--- src/rtl/eth_cmd_depkt.sv ---
// eth_cmd_depkt: parses 6-byte UDP command packets (55 AA CMD PH PL CHK) into streaming/length controls
// Ports: eth_rx_clk, rst (async, active-high); udp_rec_en/udp_rec_data/udp_rec_pkt_done byte stream in;
//        transfer_flag, udp_tx_byte_num, cmd_code are held settings; cmd_valid/cmd_err are one-cycle result pulses.
// Optional: define CMD_CHECKSUM_EN to require CHK == CMD+PARAM_H+PARAM_L (mod 256).
module eth_cmd_depkt #(
  parameter logic [15:0] DEFAULT_LEN = 16'd512,
  parameter logic [15:0] MAX_LEN     = 16'd1472
) (
  input  logic        eth_rx_clk,
  input  logic        rst,
  input  logic        udp_rec_en,
  input  logic [7:0]  udp_rec_data,
  input  logic        udp_rec_pkt_done,
  output logic        transfer_flag,
  output logic [15:0] udp_tx_byte_num,
  output logic        cmd_valid,
  output logic        cmd_err,
  output logic [7:0]  cmd_code
);
  typedef enum logic [2:0] {IDLE, HDR2, CMD, PH, PL, CHK, DONE, DRAIN} state_t;
  state_t      r_state, w_byte_state, w_next;
  logic [7:0]  r_cmd, r_ph, r_pl;
  logic [15:0] w_param, w_len_nxt;
  logic [7:0]  w_code_nxt;
  logic        w_op_ok, w_chk_ok, w_accept, w_reject, w_flag_nxt;
  always_ff @(posedge eth_rx_clk or posedge rst)
    if (rst) r_state <= IDLE;
    else r_state <= w_next;
  // w_byte_state is where this cycle's byte (if any) leaves the parser; pkt_done judges that state
  always_comb begin
    w_byte_state = r_state;
    if (udp_rec_en)
      case (r_state)
        IDLE:    w_byte_state = (udp_rec_data == 8'h55) ? HDR2 : DRAIN;
        HDR2:    w_byte_state = (udp_rec_data == 8'hAA) ? CMD : DRAIN;
        CMD:     w_byte_state = PH;
        PH:      w_byte_state = PL;
        PL:      w_byte_state = CHK;
        CHK:     w_byte_state = DONE;
        default: w_byte_state = DRAIN;
      endcase
    w_next = udp_rec_pkt_done ? IDLE : w_byte_state;
  end
`ifdef CMD_CHECKSUM_EN
  logic [7:0] r_chk, w_chk;
  always_ff @(posedge eth_rx_clk or posedge rst)
    if (rst) r_chk <= 8'h00;
    else if (udp_rec_en && r_state == CHK) r_chk <= udp_rec_data;
  // CHK may arrive on the same cycle as pkt_done, so bypass the latch
  assign w_chk    = (udp_rec_en && r_state == CHK) ? udp_rec_data : r_chk;
  assign w_chk_ok = w_chk == 8'(r_cmd + r_ph + r_pl);
`else
  assign w_chk_ok = 1'b1;
`endif
  always_comb begin
    w_param    = {r_ph, r_pl};
    w_op_ok    = (r_cmd == 8'h01) || (r_cmd == 8'h02) ||
                 (r_cmd == 8'h03 && w_param != 16'd0 && w_param <= MAX_LEN);
    w_accept   = udp_rec_pkt_done && w_byte_state == DONE && w_op_ok && w_chk_ok;
    w_reject   = udp_rec_pkt_done && !w_accept;
    w_flag_nxt = (w_accept && r_cmd == 8'h01) ? 1'b1 :
                 (w_accept && r_cmd == 8'h02) ? 1'b0 : transfer_flag;
    w_len_nxt  = (w_accept && r_cmd == 8'h03) ? w_param : udp_tx_byte_num;
    w_code_nxt = w_accept ? r_cmd : cmd_code;
  end
  always_ff @(posedge eth_rx_clk or posedge rst)
    if (rst) begin
      r_cmd           <= 8'h00;
      r_ph            <= 8'h00;
      r_pl            <= 8'h00;
      transfer_flag   <= 1'b0;
      udp_tx_byte_num <= DEFAULT_LEN;
      cmd_valid       <= 1'b0;
      cmd_err         <= 1'b0;
      cmd_code        <= 8'h00;
    end else begin
      if (udp_rec_en && r_state == CMD) r_cmd <= udp_rec_data;
      if (udp_rec_en && r_state == PH) r_ph <= udp_rec_data;
      if (udp_rec_en && r_state == PL) r_pl <= udp_rec_data;
      transfer_flag   <= w_flag_nxt;
      udp_tx_byte_num <= w_len_nxt;
      cmd_valid       <= w_accept;
      cmd_err         <= w_reject;
      cmd_code        <= w_code_nxt;
    end
endmodule

--- config.mk ---
export PLATFORM = sky130hd
export DESIGN_NAME = eth_cmd_depkt
export DESIGN_NICKNAME = d
export VERILOG_FILES = /design/src/rtl/eth_cmd_depkt.sv
export SDC_FILE = /design/constraint.sdc
export NUM_CORES = 1
export LEC_CHECK = 0
export CORE_AREA = 2 2 75 77
export CTS_CLUSTER_DIAMETER = 40
export DETAILED_ROUTE_END_ITERATION = 12
export DIE_AREA = 0 0 77 79
export PLACE_DENSITY = 0.7
export SLEW_MARGIN = 30
export SYNTH_ARGS = -nofsm -noshare
export SYNTH_HDL_FRONTEND = slang
export SYNTH_SLANG_ARGS = --single-unit
--- constraint.sdc ---
create_clock -name eth_rx_clk -period 2.7 [get_ports eth_rx_clk]
set_input_delay 0.27 -clock eth_rx_clk [delete_from_list [all_inputs] [get_ports eth_rx_clk]]
set_output_delay 0.27 -clock eth_rx_clk [all_outputs]
set_load 0.05 [all_outputs]
==> impl_metrics.json, run 1 <==
{
  "status": "finished clean",
  "cts_buffers": 5,
  "rows": 27,
  "overflow": 0,
  "ys_ff_latch": 54,
  "drtPass1Iterations": 4,
  "fmax_mhz": 443,
  "worstMarginPinSlew_ps": 791,
  "ys_warn_count": 0,
  "ant_nets": 0,
  "worst_clock_skew_ps": 12.4,
  "endpoint_kind": "flip-flop",
  "synth_flop_cell": "dfrtp_1",
  "setup_viol_count_final": 0,
  "grt_util_all_layers": 0.165,
  "vias": 1592,
  "cts_max_level": 2,
  "min_period_ps": 2260,
  "die_area_mm2": 0.00608,
  "wl_met2_um": 2160,
  "synthArstFlopShare": 1.00,
  "hold_viol_final": 0,
  "initial_core_util": 0.434,
  "ioPinCount": 39,
  "antenna_found_initial": 0,
  "postSynthAreaPerCell_um2": 12.5,
  "p_leak_nw": 1.33,
  "wirelength_met1_um": 2150,
  "reg2reg_to": "udp_tx_byte_num[2]",
  "yosysTopAreaCellShare": 0.572,
  "fillers": 468,
  "drc": 0,
  "worstReg2RegStart": "r_state[1]",
  "ctsRootBufferMaster": "clkbuf_8",
  "viasPerCell": 5.10,
  "gp_congestion": 0.827,
  "cts.hold.buffers_added": 0,
  "ir_drop_mv": 0.298,
  "holdCritPathClass": "input pin to asynchronous set/reset pin",
  "syn-num-nets": 197,
  "synth_edf_count": 0,
  "syn2layout_area_growth_pct": 27.1,
  "required_ps": 2920,
  "totalNegativeSetupSlack_ps": 0,
  "post-cts-setup-buffers": 0,
  "dr_wl_met3_um": 166,
  "worstRegToRegCells": 5,
  "port_buffers": 38,
  "p_per_area_mw_per_mm2": 652,
  "startpoint_type": "input pin",
  "drt-total-wl_um": 4560,
  "grt_max_degree": 28,
  "tritoncts": "done",
  "drt_iter0_drc": 89,
  "synth_common_cells": "dfrtp_1, nand2_1, mux2_2",
  "die_h_um": 79,
  "synth.area.top_cells": "dfrtp_1, mux2_2, nand2_1",
  "clock_sinks": 54,
  "layout.nets": 251,
  "routed.top_layer": "met4",
  "placed_cells": 304,
  "regToRegSetupSlack_ps": 480,
  "period_share": 0.836,
  "cts_resized": 0,
  "cts_max_path_buffers": 2,
  "rsz0062_at_grt": "false",
  "synthMostInstantiatedCell": "dfrtp_1",
  "fin_cells": 312,
  "post_drt_wl_per_cell_um": 14.6,
  "grt_pass1_vias": 1597,
  "grt_pass1_wl_um": 7780,
  "hpwl_um": 3370,
  "synth-seq-area-share": 0.583,
  "diodes": 0,
  "clkLatencyLatePin_ps": 320,
  "core_area_mm2": 0.00534,
  "relSlewSlack": 0.459,
  "netlist_area_mm2": 0.00232,
  "die_w_um": 77,
  "crit_type": "input pin to flip-flop",
  "slew_viol_final": 0,
  "ys_types": 39,
  "holdWs_ps": 323,
  "drive_gt1_frac": 0.263,
  "yosysTopAreaCell": "dfrtp_1",
  "crit_arrival_ps": 2470,
  "clk_pin_slew_ps": 110,
  "critical_path.max_fanout": 16,
  "maxCapViolCount": 0,
  "syn_inst": 185
}
## worst max path at each step
stage                    start                 end  slack, ps  cells after the start
4_1_cts             r_state[1]  udp_tx_byte_num[2]        450                      5
3_3_place_gp   udp_rec_data[4]  udp_tx_byte_num[5]        120                      6
3_5_place_dp   udp_rec_data[5]  udp_tx_byte_num[6]        100                      6
5_1_grt        udp_rec_data[5]  udp_tx_byte_num[5]        300                      6
2_1_floorplan       r_state[2]  udp_tx_byte_num[0]        570                      6
6_report       udp_rec_data[5]  udp_tx_byte_num[6]        440                      6
## cell families (layout without fill, tap and decap cells)
group	Yosys count	count (layout)	share of synthesized area
simple gates	71	71	0.178
compound gates	25	25	0.0858
flops	54	54	0.583
buf+inv	10	65	0.0237
mux	25	25	0.130
## layer usage
metal	vias to the layer above	GRT usage
li1	762	-
met1	780	0.221
met2	41	0.261
met3	9	0.0364
met4	0	0.0750
met5	-	0
## registers in the layout, summed over array words and instances (netlist names)
name             cells
cmd_code             8
cmd_err              1
cmd_valid            1
r_cmd                8
r_ph                 8
r_pl                 8
r_state              3
transfer_flag        1
udp_tx_byte_num     16
## worst max-delay path, stage by stage
cell,delay (ps)
clkdlybuf4s50_1,470
and4bb_2,270
a2111oi_0,720
a2111oi_4,80
nand4_4,280
mux2_2,380
## per-stage QoR
step,instance area (um^2),util,total power (W),setup slack (ps)
after floorplan,2320,-,0.00131,572
after global placement,2850,0.534,0.00144,123
after detailed placement,2850,0.534,0.00146,101
after CTS,2950,0.552,0.00194,446
after global routing,2950,0.552,0.00203,296
final,2950,0.552,0.00192,442
## cells in the final DEF, fill, tap and decap left out, types with 2 or more instances in the layout
cell type,count
and2_2,5
clkdlybuf4s50_1,38
a21oi_1,7
nand2_1,34
and4bb_2,3
nor4_1,3
dfrtp_1,53
and2_1,7
nor3_1,4
clkbuf_8,5
inv_1,5
nor2_1,5
buf_4,12
o21ai_0,4
mux2_2,20
o21ba_2,2
mux2_4,5
a211oi_1,2
nor4b_2,2
## cell type report
| type | count | area, um^2 | share of cell area |
|---|---|---|---|
| flip-flops and latches | 54 | 1350 | 0.459 |
| multi-input cells | 121 | 911 | 0.309 |
| repair buffers | 50 | 470 | 0.160 |
| well taps | 72 | 90.1 | 0.0306 |
| clock buffers | 5 | 68.8 | 0.0233 |
| clock inverters | 3 | 28.8 | 0.00976 |
| inverters | 7 | 26.3 | 0.00891 |
## power by group
group	leakage [nW]	switching [W]	internal, W
combinational	0.575	0.000182	0.000178
clock	0.0506	0.000287	0.000194
sequential	0.701	0.000133	0.000949
Power figures use the tool's default switching activity.
==> run 2, diff against run 1 <==
clock period = 2.4 ns   (was 2.7 ns; I/O delays follow)
==> run 2 against run 1 <==
Against the previous run:
- register-to-register slack lost 250 ps
- worst hold slack gained 110 ps
- via count grew 1.1%
- critical path type unchanged
- largest cell class unchanged
- largest power group unchanged
==> impl_metrics.json, run 2 (same netlist as run 1, synthesis figures left out) <==
{
  "ctsRootBufferMaster": "clkbuf_8",
  "maxCapViolCount": 0,
  "fin_cells": 317,
  "clock_sinks": 54,
  "place_ws_ps": -141,
  "worst_clock_skew_ps": 10.8,
  "rows": 27,
  "setup_viol_count_final": 0,
  "ioPinCount": 39,
  "drc": 0,
  "relSlewSlack": 0.477,
  "ant_nets": 0,
  "cts_max_path_buffers": 2,
  "initial_core_util": 0.434,
  "multi_input_area_um2": 911,
  "period_share": 0.917,
  "required_ps": 2600,
  "layout.nets": 256,
  "clk_pin_slew_ps": 90,
  "grt_pass1_vias": 1573,
  "drtPass1Iterations": 4,
  "port_buffers": 38,
  "diodes": 0,
  "fillers": 491,
  "cts_max_level": 2,
  "hpwl_um": 3460,
  "vias": 1609,
  "post-cts-setup-buffers": 0,
  "p_per_area_mw_per_mm2": 719,
  "p_leak_nw": 1.34,
  "clkLatencyLatePin_ps": 310,
  "min_period_ps": 2200,
  "holdCritPathClass": "input pin to asynchronous set/reset pin",
  "tritoncts": "done",
  "largest_register": "udp_tx_byte_num",
  "grt_pass1_wl_um": 8050,
  "cts.hold.buffers_added": 0,
  "largest_reg_flops": 16,
  "antenna_found_initial": 0,
  "die_w_um": 77,
  "fmax_mhz": 454,
  "startpoint_type": "input pin",
  "post_drt_wl_per_cell_um": 14.8,
  "hold_viol_final": 0,
  "syn2layout_area_growth_pct": 28.6,
  "final_util": 0.559,
  "crit_arrival_ps": 2400,
  "mostFrequentLayoutCell": "dfrtp_1",
  "viasPerCell": 5.08,
  "gp_congestion": 0.885,
  "die_h_um": 79,
  "overflow": 0,
  "drive_gt1_frac": 0.278,
  "crit_type": "input pin to flip-flop",
  "drt_iter0_drc": 122,
  "power_w": 0.00214,
  "worstMarginPinSlew_ps": 764,
  "seq_area_mm2": 0.00135,
  "grt_util_all_layers": 0.172,
  "cts_resized": 0,
  "placed_cells": 309,
  "mostFrequentLayoutCells": "dfrtp_1, clkdlybuf4s50_1, nand2_1",
  "critical_path.max_fanout": 12,
  "cts_buffers": 5,
  "layout_setup_ws_ps": 199,
  "core_area_mm2": 0.00534,
  "endpoint_kind": "flip-flop",
  "rsz0062_at_grt": "false",
  "slew_viol_final": 0,
  "ir_drop_mv": 0.351,
  "die_area_mm2": 0.00608,
  "grt_max_degree": 55,
  "holdWs_ps": 431,
  "status": "finished clean",
  "drt-total-wl_um": 4690
}
[run 2: cell count changes in the layout (fill, tap and decap cells not counted), sizes merged]
cell / before / now
buf: 12 / 17
clkinvlp: 0 / 1
inv: 8 / 7
[run 2: final cells by class]
type                       count  share of cell area
sequential                    54               0.454
multi-input combinational    121               0.305
timing repair buffer          55               0.170
tap                           72              0.0302
clock buffer                   5              0.0231
inverter                       7             0.00881
clock inverter                 3             0.00839
[run 2: stage by stage]
stage / setup TNS [ps] / cell area [um^2]
after global placement: -1850 / 2890
after detailed placement: -2230 / 2890
final: 0 / 2980
after CTS: 0 / 2980
after global routing: 0 / 2980
after floorplan: 0 / 2320
[run 2: critical path: stages]
cell and delay, ps:
clkdlybuf4s50_1 480, and4bb_2 250, a2111oi_0 720, a2111oi_4 80
nand4_4 260, mux2_2 360
[run 2: metal layers]
layer | share of wire | track usage | wire length, um
met1 | 0.46 | 0.243 | 2170
met2 | 0.48 | 0.260 | 2240
met3 | 0.039 | 0.0375 | 185
met4 | 0.020 | 0.0714 | 93
met5 | 0 | 0 | 0
[run 2: final timing paths]
check                      slack, ps                   to  cells after the start            start
setup / recovery                 200   udp_tx_byte_num[7]                      6  udp_rec_data[4]
hold / removal                   430        transfer_flag                      3              rst
setup reg to reg                 230  udp_tx_byte_num[15]                      6       r_state[1]
hold reg to reg                  490              r_ph[6]                      2          r_ph[6]
max in group asynchronous       1530             r_cmd[6]                      3              rst
min in group eth_rx_clk          490              r_ph[6]                      2          r_ph[6]
[run 2: where the power goes]
part           total [W]  internal (W)  switching [W]
Clock           0.000512      0.000211       0.000301
Sequential       0.00122       0.00107       0.000148
Combinational   0.000417      0.000207       0.000210
==> run 3, diff against run 2 <==
RECOVER_POWER = 50   (was default)
==> run 3 against run 2 <==
Against the previous run:
- non-clock buffer count did not move
- largest power group unchanged
- cell count did not move
- global-route usage did not move
- maximum frequency barely moved
- setup slack barely moved
- clock power barely moved
- core utilization fell by 0.12 points
- critical path depth did not move
- highest routed layer unchanged
- via count fell by 0.19%
- clock skew rose by 0.70 ps
- critical endpoint unchanged
==> impl_metrics.json, run 3 (same netlist as run 1, synthesis figures left out) <==
{
  "period_share": 0.917,
  "clkLatencyLatePin_ps": 310,
  "clk_pin_slew_ps": 100,
  "crit_arrival_ps": 2400,
  "overflow": 0,
  "worstRegToRegCells": 6,
  "startpoint_type": "input pin",
  "diodes": 0,
  "grt_pass1_vias": 1573,
  "setup_viol_count_final": 0,
  "slew_viol_final": 0,
  "cts_max_path_buffers": 2,
  "hpwl_um": 3460,
  "path_delay_family": "compound AO/OA/AOI/OAI gates",
  "endpoint_kind": "flip-flop",
  "drc": 0,
  "slowest_delay_ps": 720,
  "drt_iter0_drc": 127,
  "p_per_area_mw_per_mm2": 720,
  "worstReg2RegStart": "r_state[1]",
  "mostFrequentLayoutCells": "dfrtp_1, clkdlybuf4s50_1, nand2_1",
  "mostFrequentLayoutCell": "dfrtp_1",
  "final_util": 0.557,
  "min_to": "r_ph[6]",
  "fin_cells": 317,
  "drt-total-wl_um": 4700,
  "worstMarginPinSlew_ps": 1320,
  "grt_util_all_layers": 0.172,
  "cts_buffers": 5,
  "grt_max_degree": 55,
  "layout.nets": 256,
  "status": "finished clean",
  "cts.hold.buffers_added": 0,
  "gp_congestion": 0.885,
  "clock_sinks": 54,
  "path_cells": "clkdlybuf4s50_1 > and4bb_2 > a2111oi_0 > a2111oi_4 > nand4_4 > mux2_2",
  "cp_slowest_cell": "a2111oi_0",
  "largest_reg_flops": 16,
  "die_area_mm2": 0.00608,
  "cts_max_level": 2,
  "largest_register": "udp_tx_byte_num",
  "drtPass1Iterations": 4,
  "syn2layout_area_growth_pct": 28.3,
  "vias": 1606,
  "tritoncts": "done",
  "hold_viol_final": 0,
  "fmax_mhz": 454,
  "reg2reg_to": "udp_tx_byte_num[15]",
  "p_leak_nw": 1.34,
  "antenna_found_initial": 0,
  "crit_type": "input pin to flip-flop",
  "holdCritPathClass": "flip-flop to flip-flop",
  "post_drt_wl_per_cell_um": 14.8,
  "grt_pass1_wl_um": 8050,
  "cts_resized": 0,
  "crit_buf_inv": 1,
  "placed_cells": 309,
  "fillers": 492,
  "ant_nets": 0,
  "hold_start": "r_ph[6]",
  "die_h_um": 79,
  "rsz0062_at_grt": "false",
  "relSlewSlack": 0.123,
  "ir_drop_mv": 0.351,
  "core_area_mm2": 0.00534,
  "rows": 27,
  "drive_gt1_frac": 0.265,
  "maxCapViolCount": 0,
  "ioPinCount": 39,
  "worst_clock_skew_ps": 11.5,
  "min_period_ps": 2200,
  "cp-startpoint": "udp_rec_data[4]",
  "ctsRootBufferMaster": "clkbuf_8",
  "port_buffers": 38,
  "regToRegSetupSlack_ps": 240,
  "initial_core_util": 0.434,
  "die_w_um": 77,
  "post-cts-setup-buffers": 0,
  "whs_path_depth": 2,
  "critical_path.max_fanout": 12,
  "required_ps": 2600,
  "viasPerCell": 5.07
}
-- run 3: cell count changes in the layout (fill, tap and decap cells not counted) --
cell / previous run / this run
clkbuf_2: 0 / 1
inv_2: 1 / 0
buf_4: 17 / 15
clkdlybuf4s50_1: 38 / 37
and4bb_2: 3 / 2
and4bb_1: 0 / 1
dlygate4sd3_1: 0 / 1
clkbuf_1: 0 / 1
clkinv_1: 1 / 2
-- run 3: final cells by class --
| type | count | area, um^2 | share of cell area |
|---|---|---|---|
| inverters | 7 | 26.3 | 0.00883 |
| clock inverters | 3 | 25.0 | 0.00841 |
| flip-flops and latches | 54 | 1350 | 0.455 |
| repair buffers | 55 | 502 | 0.169 |
| clock buffers | 5 | 68.8 | 0.0231 |
| well taps | 72 | 90.1 | 0.0303 |
| multi-input cells | 121 | 911 | 0.306 |
-- run 3: worst reg2reg max path, delay by kind of cell (launching register included) --
| family | cells | cell delay [ps] |
|---|---|---|
| buffers and inverters | 1 | 260 |
| DFF | 1 | 470 |
| and+or+nand+nor | 3 | 780 |
| AOI/OAI and AO/OA | 2 | 550 |
-- run 3: metal layers --
layer  track usage  vias to the layer above  routed length, um
met5             0                        -                  0
met2         0.260                       39               2240
met4        0.0714                        0                 93
met1         0.243                      795               2190
li1              -                      764                  -
met3        0.0375                        8                177
-- run 3: worst max path at each step --
| stage | to | slack [ps] | cells past startpoint |
|---|---|---|---|
| floorplan | udp_tx_byte_num[0] | 270 | 6 |
| global placement | udp_tx_byte_num[5] | -120 | 6 |
| detailed placement | udp_tx_byte_num[6] | -140 | 6 |
| CTS | udp_tx_byte_num[7] | 200 | 6 |
| global route | udp_tx_byte_num[7] | 110 | 6 |
| finish | udp_tx_byte_num[7] | 200 | 6 |
-- run 3: through the flow --
step                total power, W  worst slack, ps  hold WS [ps]  setup TNS, ps  area, um^2
floorplan                  0.00148              272           303              0        2320
global placement           0.00163             -116           462          -1850        2890
detailed placement         0.00165             -141           464          -2230        2890
CTS                        0.00217              199           446              0        2980
global route               0.00228              110           512              0        2980
finish                     0.00214              199           489              0        2980
-- run 3: report_power, final --
| part | internal, W | leakage (nW) | total [W] | switching, W |
|---|---|---|---|---|
| registers | 0.00107 | 0.701 | 0.00122 | 0.000148 |
| logic | 0.000204 | 0.594 | 0.000416 | 0.000211 |
| clock network | 0.000211 | 0.0447 | 0.000513 | 0.000302 |
